==> src/rtl/ctrl_pipeline.sv <==
// lc3b control-word pipeline: intake decode, DEPTH registered stages, memory-wait
// freeze, younger-stage flush and a wrapping retirement counter.
package lc3b_pkg;
    typedef logic [3:0] lc3b_opcode;
    typedef logic [2:0] lc3b_aluop;

    localparam lc3b_opcode op_br  = 4'b0000;
    localparam lc3b_opcode op_add = 4'b0001;
    localparam lc3b_opcode op_and = 4'b0101;
    localparam lc3b_opcode op_ldr = 4'b0110;
    localparam lc3b_opcode op_str = 4'b0111;
    localparam lc3b_opcode op_not = 4'b1001;

    localparam lc3b_aluop alu_add  = 3'd0;
    localparam lc3b_aluop alu_and  = 3'd1;
    localparam lc3b_aluop alu_not  = 3'd2;
    localparam lc3b_aluop alu_pass = 3'd3;

    typedef struct packed {
        lc3b_opcode opcode;
        lc3b_aluop  aluop;
        logic       load_regfile;
        logic       load_cc;
        logic       sr2mux_sel;
        logic       mem_read;
        logic       mem_write;
        logic       addr1mux_sel;
        logic [1:0] addr2mux_sel;
        logic       regfilemux_sel;
    } lc3b_control_word;
endpackage

module ctrl_pipeline
    import lc3b_pkg::*;
#(
    parameter int DEPTH     = 5,
    parameter int MEM_STAGE = 3
) (
    input  logic              clk,
    input  logic              reset_n,
    ctrl_pipeline_if.slave    bus
);
    lc3b_control_word             dec;
    logic                         dec_illegal;
    lc3b_control_word [DEPTH-1:0] stg_ctrl;
    logic [DEPTH-1:0]             stg_valid;
    logic                         illegal_q;
    logic [15:0]                  retire_q;
    logic                         mem_wait;
    logic                         hold;
    logic                         ready;
    logic                         accept;

    always_comb begin
        dec         = '0;
        dec_illegal = 1'b0;
        dec.opcode  = bus.opcode;
        case (bus.opcode)
            op_add: begin
                dec.aluop        = alu_add;
                dec.load_regfile = 1'b1;
                dec.load_cc      = 1'b1;
                dec.sr2mux_sel   = bus.imm_check;
            end
            op_and: begin
                dec.aluop        = alu_and;
                dec.load_regfile = 1'b1;
                dec.load_cc      = 1'b1;
                dec.sr2mux_sel   = bus.imm_check;
            end
            op_not: begin
                dec.aluop        = alu_not;
                dec.load_regfile = 1'b1;
                dec.load_cc      = 1'b1;
            end
            op_ldr: begin
                dec.mem_read       = 1'b1;
                dec.load_regfile   = 1'b1;
                dec.load_cc        = 1'b1;
                dec.addr1mux_sel   = 1'b1;
                dec.addr2mux_sel   = 2'b01;
                dec.regfilemux_sel = 1'b1;
            end
            op_str: begin
                dec.mem_write    = 1'b1;
                dec.addr1mux_sel = 1'b1;
                dec.addr2mux_sel = 2'b01;
            end
            op_br: begin
            end
            default: begin
                // Unsupported opcodes still occupy a slot, but as an all-zero word.
                dec         = '0;
                dec_illegal = 1'b1;
            end
        endcase
    end

    assign mem_wait = stg_valid[MEM_STAGE]
                    & (stg_ctrl[MEM_STAGE].mem_read | stg_ctrl[MEM_STAGE].mem_write)
                    & ~bus.mem_resp;
    assign hold     = bus.stall | mem_wait;
    assign ready    = ~hold & ~bus.flush;
    assign accept   = bus.in_valid & ready;

    always_ff @(posedge clk or negedge reset_n) begin
        if (!reset_n) begin
            stg_valid <= '0;
            stg_ctrl  <= '0;
            illegal_q <= 1'b0;
            retire_q  <= '0;
        end else begin
            illegal_q <= accept & dec_illegal;
            if (!hold) begin
                stg_valid <= {stg_valid[DEPTH-2:0], accept};
                stg_ctrl  <= {stg_ctrl[DEPTH-2:0], dec};
                if (stg_valid[DEPTH-1]) begin
                    retire_q <= retire_q + 16'd1;
                end
            end
            // Flush overrides the shift for younger stages and bubbles MEM_STAGE on advance.
            if (bus.flush) begin
                for (int k = 0; k < MEM_STAGE; k++) begin
                    stg_valid[k] <= 1'b0;
                end
                if (!hold) begin
                    stg_valid[MEM_STAGE] <= 1'b0;
                end
            end
        end
    end

    assign bus.in_ready     = ready;
    assign bus.stage_valid  = stg_valid;
    assign bus.stage_ctrl   = stg_ctrl;
    assign bus.illegal_op   = illegal_q;
    assign bus.retire_count = retire_q;
    assign bus.mem_read     = stg_valid[MEM_STAGE] & stg_ctrl[MEM_STAGE].mem_read;
    assign bus.mem_write    = stg_valid[MEM_STAGE] & stg_ctrl[MEM_STAGE].mem_write;
endmodule
==> src/rtl/ctrl_pipeline_if.sv <==
// Intake, memory handshake and per-stage observation bundle for ctrl_pipeline.
// Control words travel as raw 16-bit vectors here so this file has no package dependency.
interface ctrl_pipeline_if #(
    parameter int DEPTH = 5
);
    localparam int CW_W = 16;

    logic                           in_valid;
    logic                           in_ready;
    logic [3:0]                     opcode;
    logic                           imm_check;
    logic                           stall;
    logic                           flush;
    logic                           mem_resp;
    logic                           mem_read;
    logic                           mem_write;
    logic [DEPTH-1:0]               stage_valid;
    logic [DEPTH-1:0][CW_W-1:0]     stage_ctrl;
    logic                           illegal_op;
    logic [15:0]                    retire_count;

    modport slave (
        input  in_valid, opcode, imm_check, stall, flush, mem_resp,
        output in_ready, mem_read, mem_write, stage_valid, stage_ctrl,
        output illegal_op, retire_count
    );

    modport master (
        output in_valid, opcode, imm_check, stall, flush, mem_resp,
        input  in_ready, mem_read, mem_write, stage_valid, stage_ctrl,
        input  illegal_op, retire_count
    );
endinterface

==> src/flat_wrapper.sv <==
// flat-port wrapper written by rule: the top's interface ports become plain ports
module ctrl_pipeline_flat import lc3b_pkg::*;
#(
    parameter int DEPTH     = 5,
    parameter int MEM_STAGE = 3
)
  (clk, reset_n, bus_in_valid, bus_opcode, bus_imm_check, bus_stall, bus_flush, bus_mem_resp, bus_in_ready, bus_mem_read, bus_mem_write, bus_stage_valid, bus_stage_ctrl, bus_illegal_op, bus_retire_count);
  ctrl_pipeline_if #(.DEPTH(DEPTH)) bus_i ();
  input  logic clk;
  input  logic reset_n;
  input wire logic [$bits(bus_i.in_valid)-1:0] bus_in_valid;
  input wire logic [$bits(bus_i.opcode)-1:0] bus_opcode;
  input wire logic [$bits(bus_i.imm_check)-1:0] bus_imm_check;
  input wire logic [$bits(bus_i.stall)-1:0] bus_stall;
  input wire logic [$bits(bus_i.flush)-1:0] bus_flush;
  input wire logic [$bits(bus_i.mem_resp)-1:0] bus_mem_resp;
  output wire logic [$bits(bus_i.in_ready)-1:0] bus_in_ready;
  output wire logic [$bits(bus_i.mem_read)-1:0] bus_mem_read;
  output wire logic [$bits(bus_i.mem_write)-1:0] bus_mem_write;
  output wire logic [$bits(bus_i.stage_valid)-1:0] bus_stage_valid;
  output wire logic [$bits(bus_i.stage_ctrl)-1:0] bus_stage_ctrl;
  output wire logic [$bits(bus_i.illegal_op)-1:0] bus_illegal_op;
  output wire logic [$bits(bus_i.retire_count)-1:0] bus_retire_count;
  assign bus_i.in_valid = bus_in_valid;
  assign bus_i.opcode = bus_opcode;
  assign bus_i.imm_check = bus_imm_check;
  assign bus_i.stall = bus_stall;
  assign bus_i.flush = bus_flush;
  assign bus_i.mem_resp = bus_mem_resp;
  assign bus_in_ready = bus_i.in_ready;
  assign bus_mem_read = bus_i.mem_read;
  assign bus_mem_write = bus_i.mem_write;
  assign bus_stage_valid = bus_i.stage_valid;
  assign bus_stage_ctrl = bus_i.stage_ctrl;
  assign bus_illegal_op = bus_i.illegal_op;
  assign bus_retire_count = bus_i.retire_count;
  ctrl_pipeline #(.DEPTH(DEPTH), .MEM_STAGE(MEM_STAGE)) u_core (.clk(clk), .reset_n(reset_n), .bus(bus_i));
endmodule
==> config.mk <==
export PLATFORM = sky130hd
export DESIGN_NAME = ctrl_pipeline_flat
export DESIGN_NICKNAME = d
export VERILOG_FILES = /design/src/rtl/ctrl_pipeline.sv /design/src/rtl/ctrl_pipeline_if.sv /design/src/flat_wrapper.sv
export SDC_FILE = /design/constraint.sdc
export NUM_CORES = 1
export LEC_CHECK = 0
export ABC_AREA = 0
export CAP_MARGIN = 0
export CORE_UTILIZATION = 45
export CTS_CLUSTER_SIZE = 24
export DETAILED_ROUTE_END_ITERATION = 8
export GPL_ROUTABILITY_DRIVEN = 0
export PLACE_DENSITY = 0.8
export SETUP_SLACK_MARGIN = 0.1
export SLEW_MARGIN = 40
export SYNTH_ARGS = -nofsm -noshare
export SYNTH_HDL_FRONTEND = slang
export SYNTH_SLANG_ARGS = --single-unit
==> constraint.sdc <==
create_clock -name clk -period 2.6 [get_ports clk]
set_clock_uncertainty 0.15 [all_clocks]
set_input_delay 0.26 -clock clk [delete_from_list [all_inputs] [get_ports clk]]
set_output_delay 0.26 -clock clk [all_outputs]
set_load 0.01 [all_outputs]
Word-level counts from Yosys, hierarchy flattened
Cells that the tools add are included.
{"block": "classes", "add_sub_neg": 1, "n_eq_ne": 6, "mux": 11, "bitwise": 12, "n_reduce_logical": 6}
{"op": "$add A16 B1 Y16 const B", "n": 1}
{"op": "$eq A4 B3 Y1 const B", "n": 3}
{"op": "$mux W4", "n": 3}
{"op": "$and A1 B1 Y1", "n": 7}
{"op": "$reduce_or A6 Y1", "n": 1}
{"op": "$mux W1", "n": 5}
{"op": "$eq A4 B1 Y1 const B", "n": 1}
{"op": "$eq A4 B4 Y1 const B", "n": 1}
{"op": "$logic_not A4 Y1", "n": 1}
{"op": "$pmux W2 S2", "n": 1}
{"op": "$reduce_or A2 Y1", "n": 2}
{"op": "$reduce_or A4 Y1", "n": 1}
{"op": "$mux W3", "n": 1}
{"op": "$not A1 Y1", "n": 3}
{"op": "$mux W2", "n": 1}
{"op": "$ne A2 B2 Y1 const B", "n": 1}
{"op": "$or A1 B1 Y1", "n": 2}
{"op": "$reduce_and A2 Y1", "n": 1}
{"block": "totals", "register_bits": 97, "out_inout_bits": 105, "word_cells": 86}

Longest topological paths before layout
Gate-level depths: netlist (run 1).
{"block": "logic_depth", "depth_word": 10, "mapped_depth": 7, "mapped_depth_nobuf": 5}

Worst setup path after synthesis (run 1)
OpenSTA, ideal clock, no wires.
{"block": "synth_timing", "path_type": "register to register", "from": "register u_core.stg_ctrl (netlist bit u_core.bus.stage_ctrl[52])", "to": "register u_core.retire_q[13], in the netlist u_core.bus.retire_count[13]", "setup_ns": 0.125, "arrival_time_ns": 1.444, "t_required_ns": 2.325, "setup_slack_ns": 0.881, "stages_incl_launch_ff": 5, "synth_period_minus_slack_ns": 1.719, "cell_sequence": "dfrtp_1 -> or2_4 -> a2111oi_4 -> nand4_1 -> xnor2_1"}
{"block": "synth_via", "elab_chain_cells": 6}
{"item": "start: declaration", "line_no": "ctrl_pipeline.sv:45", "rtl": "lc3b_control_word [DEPTH-1:0] stg_ctrl;"}
{"item": "start signal: assignment", "line_no": "ctrl_pipeline.sv:116", "rtl": "stg_ctrl <= {stg_ctrl[DEPTH-2:0], dec};"}
{"item": "$or A1 B1 Y1", "line_no": "ctrl_pipeline.sv:100", "rtl": "& (stg_ctrl[MEM_STAGE].mem_read | stg_ctrl[MEM_STAGE].mem_write)"}
{"item": "$and A1 B1 Y1", "line_no": "ctrl_pipeline.sv:100"}
{"item": "$and A1 B1 Y1", "line_no": "ctrl_pipeline.sv:101", "rtl": "& ~bus.mem_resp;"}
{"item": "$or A1 B1 Y1", "line_no": "ctrl_pipeline.sv:102", "rtl": "assign hold = bus.stall | mem_wait;"}
{"item": "$not A1 Y1 (no source line)"}
{"item": "$reduce_and A2 Y1 (no source line)"}
{"item": "end signal: assignment", "line_no": "ctrl_pipeline.sv:118", "rtl": "retire_q <= retire_q + 16'd1;"}
{"item": "end: declaration", "line_no": "ctrl_pipeline.sv:48", "rtl": "logic [15:0] retire_q;"}
Every way passes these cells.
A chain may end at the register's enable or synchronous reset.

Worst setup path in the final report (run 1)
{"block": "layout_timing", "from": "register u_core.stg_valid[3], in the netlist u_core.bus.stage_valid[3]", "to": "register u_core.stg_ctrl (netlist bit u_core.bus.stage_ctrl[14])"}
{"block": "layout_via", "elab_chain_cells": 3}
{"item": "start: declaration", "line_no": "ctrl_pipeline.sv:46", "rtl": "logic [DEPTH-1:0] stg_valid;"}
{"item": "start signal: assignment", "line_no": "ctrl_pipeline.sv:115", "rtl": "stg_valid <= {stg_valid[DEPTH-2:0], accept};"}
{"item": "$and A1 B1 Y1", "line_no": "ctrl_pipeline.sv:100"}
{"item": "$and A1 B1 Y1", "line_no": "ctrl_pipeline.sv:101"}
{"item": "$or A1 B1 Y1", "line_no": "ctrl_pipeline.sv:102"}
Every way passes these cells.

==> results.toml, run 1 <==
[status]
status = "finished, final reports clean"

[finish]
area_growth_pct = 36.4
final_nets = 454
instances_no_fill = 543
fill_cells = 589
seq_area_sq_mm = 0.00193
final_core_utilization = 0.650
antenna_cells = 0
drive_above_1_share = 0.0694
multiInputGateArea_sq_mm = 0.00117

[worst_setup_path]
cp_max_fo = 54
cp-start-kind = "flip-flop"
cp.required_ns = 2.65
worst_setup_path_end_kind = "flip-flop"
crit_type = "flip-flop to flip-flop"
crit_arrival_ns = 2.19

[detailed_routing]
drt-initial-drc-count = 116
drc = 0
wl_per_cell_microns = 13.0
viasPerCell = 4.75
drtAntennaViolNets = 0
drt_first_pass_iters = 4
vias = 2580
wl_mm = 7.08

[floorplanning]
ios = 116
die_x_microns = 88.0
placementRows = 30
core_sq_mm = 0.00698
dieArea_sq_mm = 0.00774
chipHeight_microns = 88.0
start_util = 0.477

[timing]
relSlewSlack = 0.548
rsz0062_at_grt = "no"
tns_ns = 0
fin_ws_ns = 0.465
timing_worst_slew_pin_value_ns = 0.678
fin_crit_sh = 0.821
finalCriticalPeriod_ns = 2.13
fmax_ghz = 0.468
hold_viol_final = 0
slew_viol_final = 0
finalSetupViolations = 0

[clock_tree]
cts_buffers = 9
cts_sinks = 77
clock_path_buffers = 2
clk_pin_slew_ns = 0.08
clk_latency_ns = 0.34
tritoncts = "yes"
cts_root_buf = "clkbuf_8"
cts.htree.levels = 3

[global_routing]
grt_util_all_layers = 0.193
grt_pass1_wl_mm = 11.3
overflow = 0
grt_max_degree = 78
antenna_found_initial = 0
grt_pass1_vias = 2343

[synth]
synth-seq-area-share = 0.579
ys_async_sr_fraction = 1.00
synth_area_leaders = "dfrtp_1, nand2_1, buf_4"
synth_top_area_cell = "dfrtp_1"
synth_cell_types = 33
yosysMostFrequentCell = "nand2_1"
ys_ff_latch = 77
synth_ff_type = "dfrtp_1"
synth_top_area_share = 0.579
synth_edf_count = 0
syn_area_sq_mm = 0.00333
synthCells = 350
yosysWarnings = 0
avgSynthCellArea_sq_um = 9.51
synth_top_cells_by_count = "nand2_1, dfrtp_1, buf_4"

[place]
numPortBuffers = 105
dp_worst_setup_slack_ns = 0.159
dp_hpwl_mm = 4.92
placed_cells = 526

[power]
clkPwrFrac = 0.357
power_density_mw_per_mm2 = 593
pwr-share-seq = 0.495
internal_power_mw = 2.01
sw_frac_of_total = 0.253
p_leak_nw = 2.20
peakVddDrop_uv = 415
power_switching_mw = 0.682
p_comb_frac = 0.147

[flow_run]
cap_violations = 0

[worst_hold_path]
hold_path.class = "flip-flop to flip-flop"
==> registers in the layout (all words and copies together), names as in the netlist <==
signal                   count
u_core.bus.retire_count     16
u_core.bus.stage_valid       5
u_core.bus.illegal_op        1
u_core.bus.stage_ctrl       55
==> critical path, cell delays in order (launching register included) <==
cell and delay (ns):
dfrtp_1 0.43, and2b_1 0.33, a21o_2 0.19, buf_4 0.20, buf_4 0.47, o21ai_0 0.19
==> cells in the final DEF (no fill, tap or decap), types with 5 or more instances in the layout <==
| cell type | count |
|---|---|
| buf_4 | 5 |
| clkbuf_8 | 9 |
| clkdlybuf4s50_1 | 103 |
| conb_1 | 10 |
| dfrtp_1 | 76 |
| nand2_1 | 166 |
| nand3_1 | 8 |
| o21ai_0 | 7 |
| xnor2_1 | 10 |
| xor2_1 | 5 |
==> area by class of cell <==
type / instances / share of cell area
Sequential cell: 77 / 0.425
Multi-Input combinational cell: 241 / 0.257
Timing Repair Buffer: 111 / 0.243
Clock buffer: 9 / 0.0273
Tap cell: 96 / 0.0265
Clock inverter: 7 / 0.0199
Inverter: 2 / 0.00165
==> stage by stage <==
step	hold slack (ns)	instance area [sq um]	power, mW
2_1_floorplan	-0.186	3360	1.53
3_3_place_gp	0.310	4310	1.75
3_5_place_dp	0.186	4310	1.76
4_1_cts	0.330	4530	2.72
5_1_grt	0.349	4540	2.82
6_report	0.327	4540	2.69
==> repair_timing <==
item,in CTS,in global routing
hold buffers,1,0
endpoints found under the hold margin,77,0
resized for setup,0,2
setup buffers,0,0
setup endpoints to repair,0,1
==> cells by family after synthesis <==
kind of cell	share of synthesized area
AOI/OAI and AO/OA	0.0444
xor gates and xnor gates	0.0395
adders and majority gates	0.00376
buffers and inverters	0.0839
DFF	0.579
muxes	0.00338
other	0.00113
and+or+nand+nor	0.245
==> worst paths after layout <==
path	slack, ns	endpoint	start	cells past startpoint
worst max-delay path	0.47	u_core.bus.stage_ctrl[14]	u_core.bus.stage_valid[3]	5
worst min-delay path	0.33	u_core.bus.stage_ctrl[74]	u_core.bus.stage_ctrl[74]	2
worst max register to register	0.47	u_core.bus.stage_ctrl[14]	u_core.bus.stage_valid[3]	5
worst min register to register	0.33	u_core.bus.stage_ctrl[74]	u_core.bus.stage_ctrl[74]	2
max in group asynchronous	1.48	u_core.bus.stage_ctrl[53]	reset_n	2
min in group asynchronous	0.35	u_core.bus.stage_ctrl[55]	reset_n	2
==> power groups by stage <==
stage | logic, mW | clock network [mW] | registers (mW)
3_3_place_gp | 0.390 | 0 | 1.36
5_1_grt | 0.433 | 1.04 | 1.34
3_5_place_dp | 0.401 | 0 | 1.36
6_report | 0.397 | 0.961 | 1.33
2_1_floorplan | 0.154 | 0 | 1.38
4_1_cts | 0.403 | 0.984 | 1.33
==> per-layer routing <==
layer,wire (microns),share of wire,up-vias,track usage
met2,3450,0.49,88,0.315
met1,3120,0.44,1226,0.252
met3,406,0.057,9,0.0424
met4,107,0.015,0,0.0760
li1,-,-,1257,-
met5,0,0,-,0
No activity file was read; power rests on OpenSTA's default activity.
==> inputs of run 2 (changes only) <==
- clock period: 2.6 -> 2.2 ns (I/O delays scaled with it)
==> run 2 against run 1 <==
Against the previous run: critical path depth did not move; non-clock buffer count rose by 5; register-to-register slack got worse by 0.22 ns; highest routed layer unchanged; critical path type unchanged.
==> results.toml, run 2 (synthesis gave the netlist of run 1 again) <==
[status]
status = "finished, final reports clean"

[clock_tree]
clk_pin_slew_ns = 0.08
clk_latency_ns = 0.34
clock_path_buffers = 2
cts_sinks = 77
cts_root_buf = "clkbuf_8"
cts.htree.levels = 3
tritoncts = "yes"
cts_buffers = 9
post_cts.repair.setup_buffers = 0

[detailed_routing]
m1WireLength_mm = 3.15
drtAntennaViolNets = 0
viasPerCell = 4.83
drt-initial-drc-count = 100
wl_mm = 7.38
wl_met3_microns = 420
wl_met2_mm = 3.72
drt_first_pass_iters = 4
vias = 2645
drc = 0
routed.top_layer = "met4"
wl_per_cell_microns = 13.5

[place]
dp_hpwl_mm = 5.27
placed_cells = 531
placed_cell_area_sq_mm = 0.00436
numPortBuffers = 105

[worst_hold_path]
hold_path.class = "primary input to asynchronous set/reset pin"

[timing]
fin_crit_sh = 0.887
hold_viol_final = 0
finalSetupViolations = 0
finalCriticalPeriod_ns = 1.95
slew_viol_final = 0
fmax_ghz = 0.512
tns_ns = 0
timing_worst_slew_pin_value_ns = 0.668
relSlewSlack = 0.555
hold_slack_ns = 0.197
rsz0062_at_grt = "no"

[global_routing]
grt_max_degree = 70
grt_pass1_wl_mm = 11.7
antenna_found_initial = 0
grt_util_all_layers = 0.201
grt_pass1_vias = 2415
overflow = 0

[finish]
final_nets = 459
finalInstanceArea_sq_mm = 0.00453
antenna_cells = 0
layout_common_cells = "nand2_1, clkdlybuf4s50_1, dfrtp_1"
instances_no_fill = 548
area_growth_pct = 36.1
final_common_cell = "nand2_1"
drive_above_1_share = 0.0796
largest_reg_flops = 55
final_core_utilization = 0.649

[power]
pwr-share-seq = 0.531
sw_frac_of_total = 0.274
p_leak_nw = 2.21
p_comb_frac = 0.162
power_density_mw_per_mm2 = 655
clkPwrFrac = 0.307
power_switching_mw = 0.813
internal_power_mw = 2.15
peakVddDrop_uv = 324

[worst_setup_path]
cp.required_ns = 2.31
crit_start = "u_core.bus.stage_ctrl[52]"
reg2reg_from = "u_core.bus.stage_ctrl[52]"
cp-start-kind = "flip-flop"
critical_path.top_delay_family = "simple AND/OR/NAND/NOR gates"
crit_buf_inv = 1
crit_chain = "or2_4 -> a21o_2 -> buf_4 -> nor3_1 -> xor2_1"
crit_arrival_ns = 2.06
cp_max_fo = 69
crit_slowest_cell = "dfrtp_1"
crit_type = "flip-flop to flip-flop"
critical_path.max_stage_delay_ns = 0.38
worst_setup_path_end_kind = "flip-flop"

[floorplanning]
die_x_microns = 88.0
core_sq_mm = 0.00698
start_util = 0.477
placementRows = 30
ios = 116
chipHeight_microns = 88.0
dieArea_sq_mm = 0.00774

[flow_run]
cap_violations = 0
-- run 2: changes by cell type in the layout (fill, tap and decap cells not counted), sizes merged --
cell,before,now
buf,6,11
clkinv,3,7
bufinv,2,0
clkinvlp,2,0
clkbuf,9,10
dlymetal6s2s,1,0
-- run 2: area by class of cell --
type | instances | area [sq um]
inverters | 2 | 7.51
clock buffers | 9 | 124
multi-input cells | 241 | 1170
flip-flops and latches | 77 | 1930
well taps | 96 | 120
clock inverters | 7 | 42.5
fillers | 604 | 2450
repair buffers | 116 | 1140
-- run 2: routing by layer --
metal | vias up | GRT usage
met5 | - | 0
met4 | 0 | 0.0864
met3 | 10 | 0.0509
met2 | 93 | 0.333
met1 | 1278 | 0.251
li1 | 1264 | -
-- run 2: power groups by stage --
stage	combinational, mW	sequential (mW)	clock, mW
final	0.480	1.57	0.912
after detailed placement	0.485	1.60	0
after CTS	0.488	1.57	0.933
after global routing	0.524	1.59	0.999
after global placement	0.473	1.60	0
after floorplan	0.182	1.63	0
-- run 2: final timing paths --
path                                         endpoint  depth (start not counted)  slack [ns]
max                        u_core.bus.retire_count[5]                          5        0.25
min                         u_core.bus.stage_ctrl[55]                          2        0.20
max reg2reg                u_core.bus.retire_count[5]                          5        0.25
min reg2reg                 u_core.bus.stage_ctrl[76]                          2        0.33
max in group asynchronous   u_core.bus.stage_ctrl[68]                          3        1.12
min in group clk            u_core.bus.stage_valid[0]                          3        0.30
-- run 2: repair_timing --
item / in CTS / in global routing
hold endpoints to repair: 30 / 0
gates cloned: 0 / 0
resized for setup: 1 / 2
endpoints found under the setup margin: 1 / 1
hold buffers: 1 / 0
-- run 2: metrics by stage --
| step | total power [mW] | setup slack (ns) |
|---|---|---|
| global placement | 2.07 | 0.0559 |
| global route | 3.11 | 0.149 |
| finish | 2.96 | 0.248 |
| detailed placement | 2.09 | 0.0321 |
| CTS | 3.00 | 0.137 |
| floorplan | 1.81 | 0.481 |
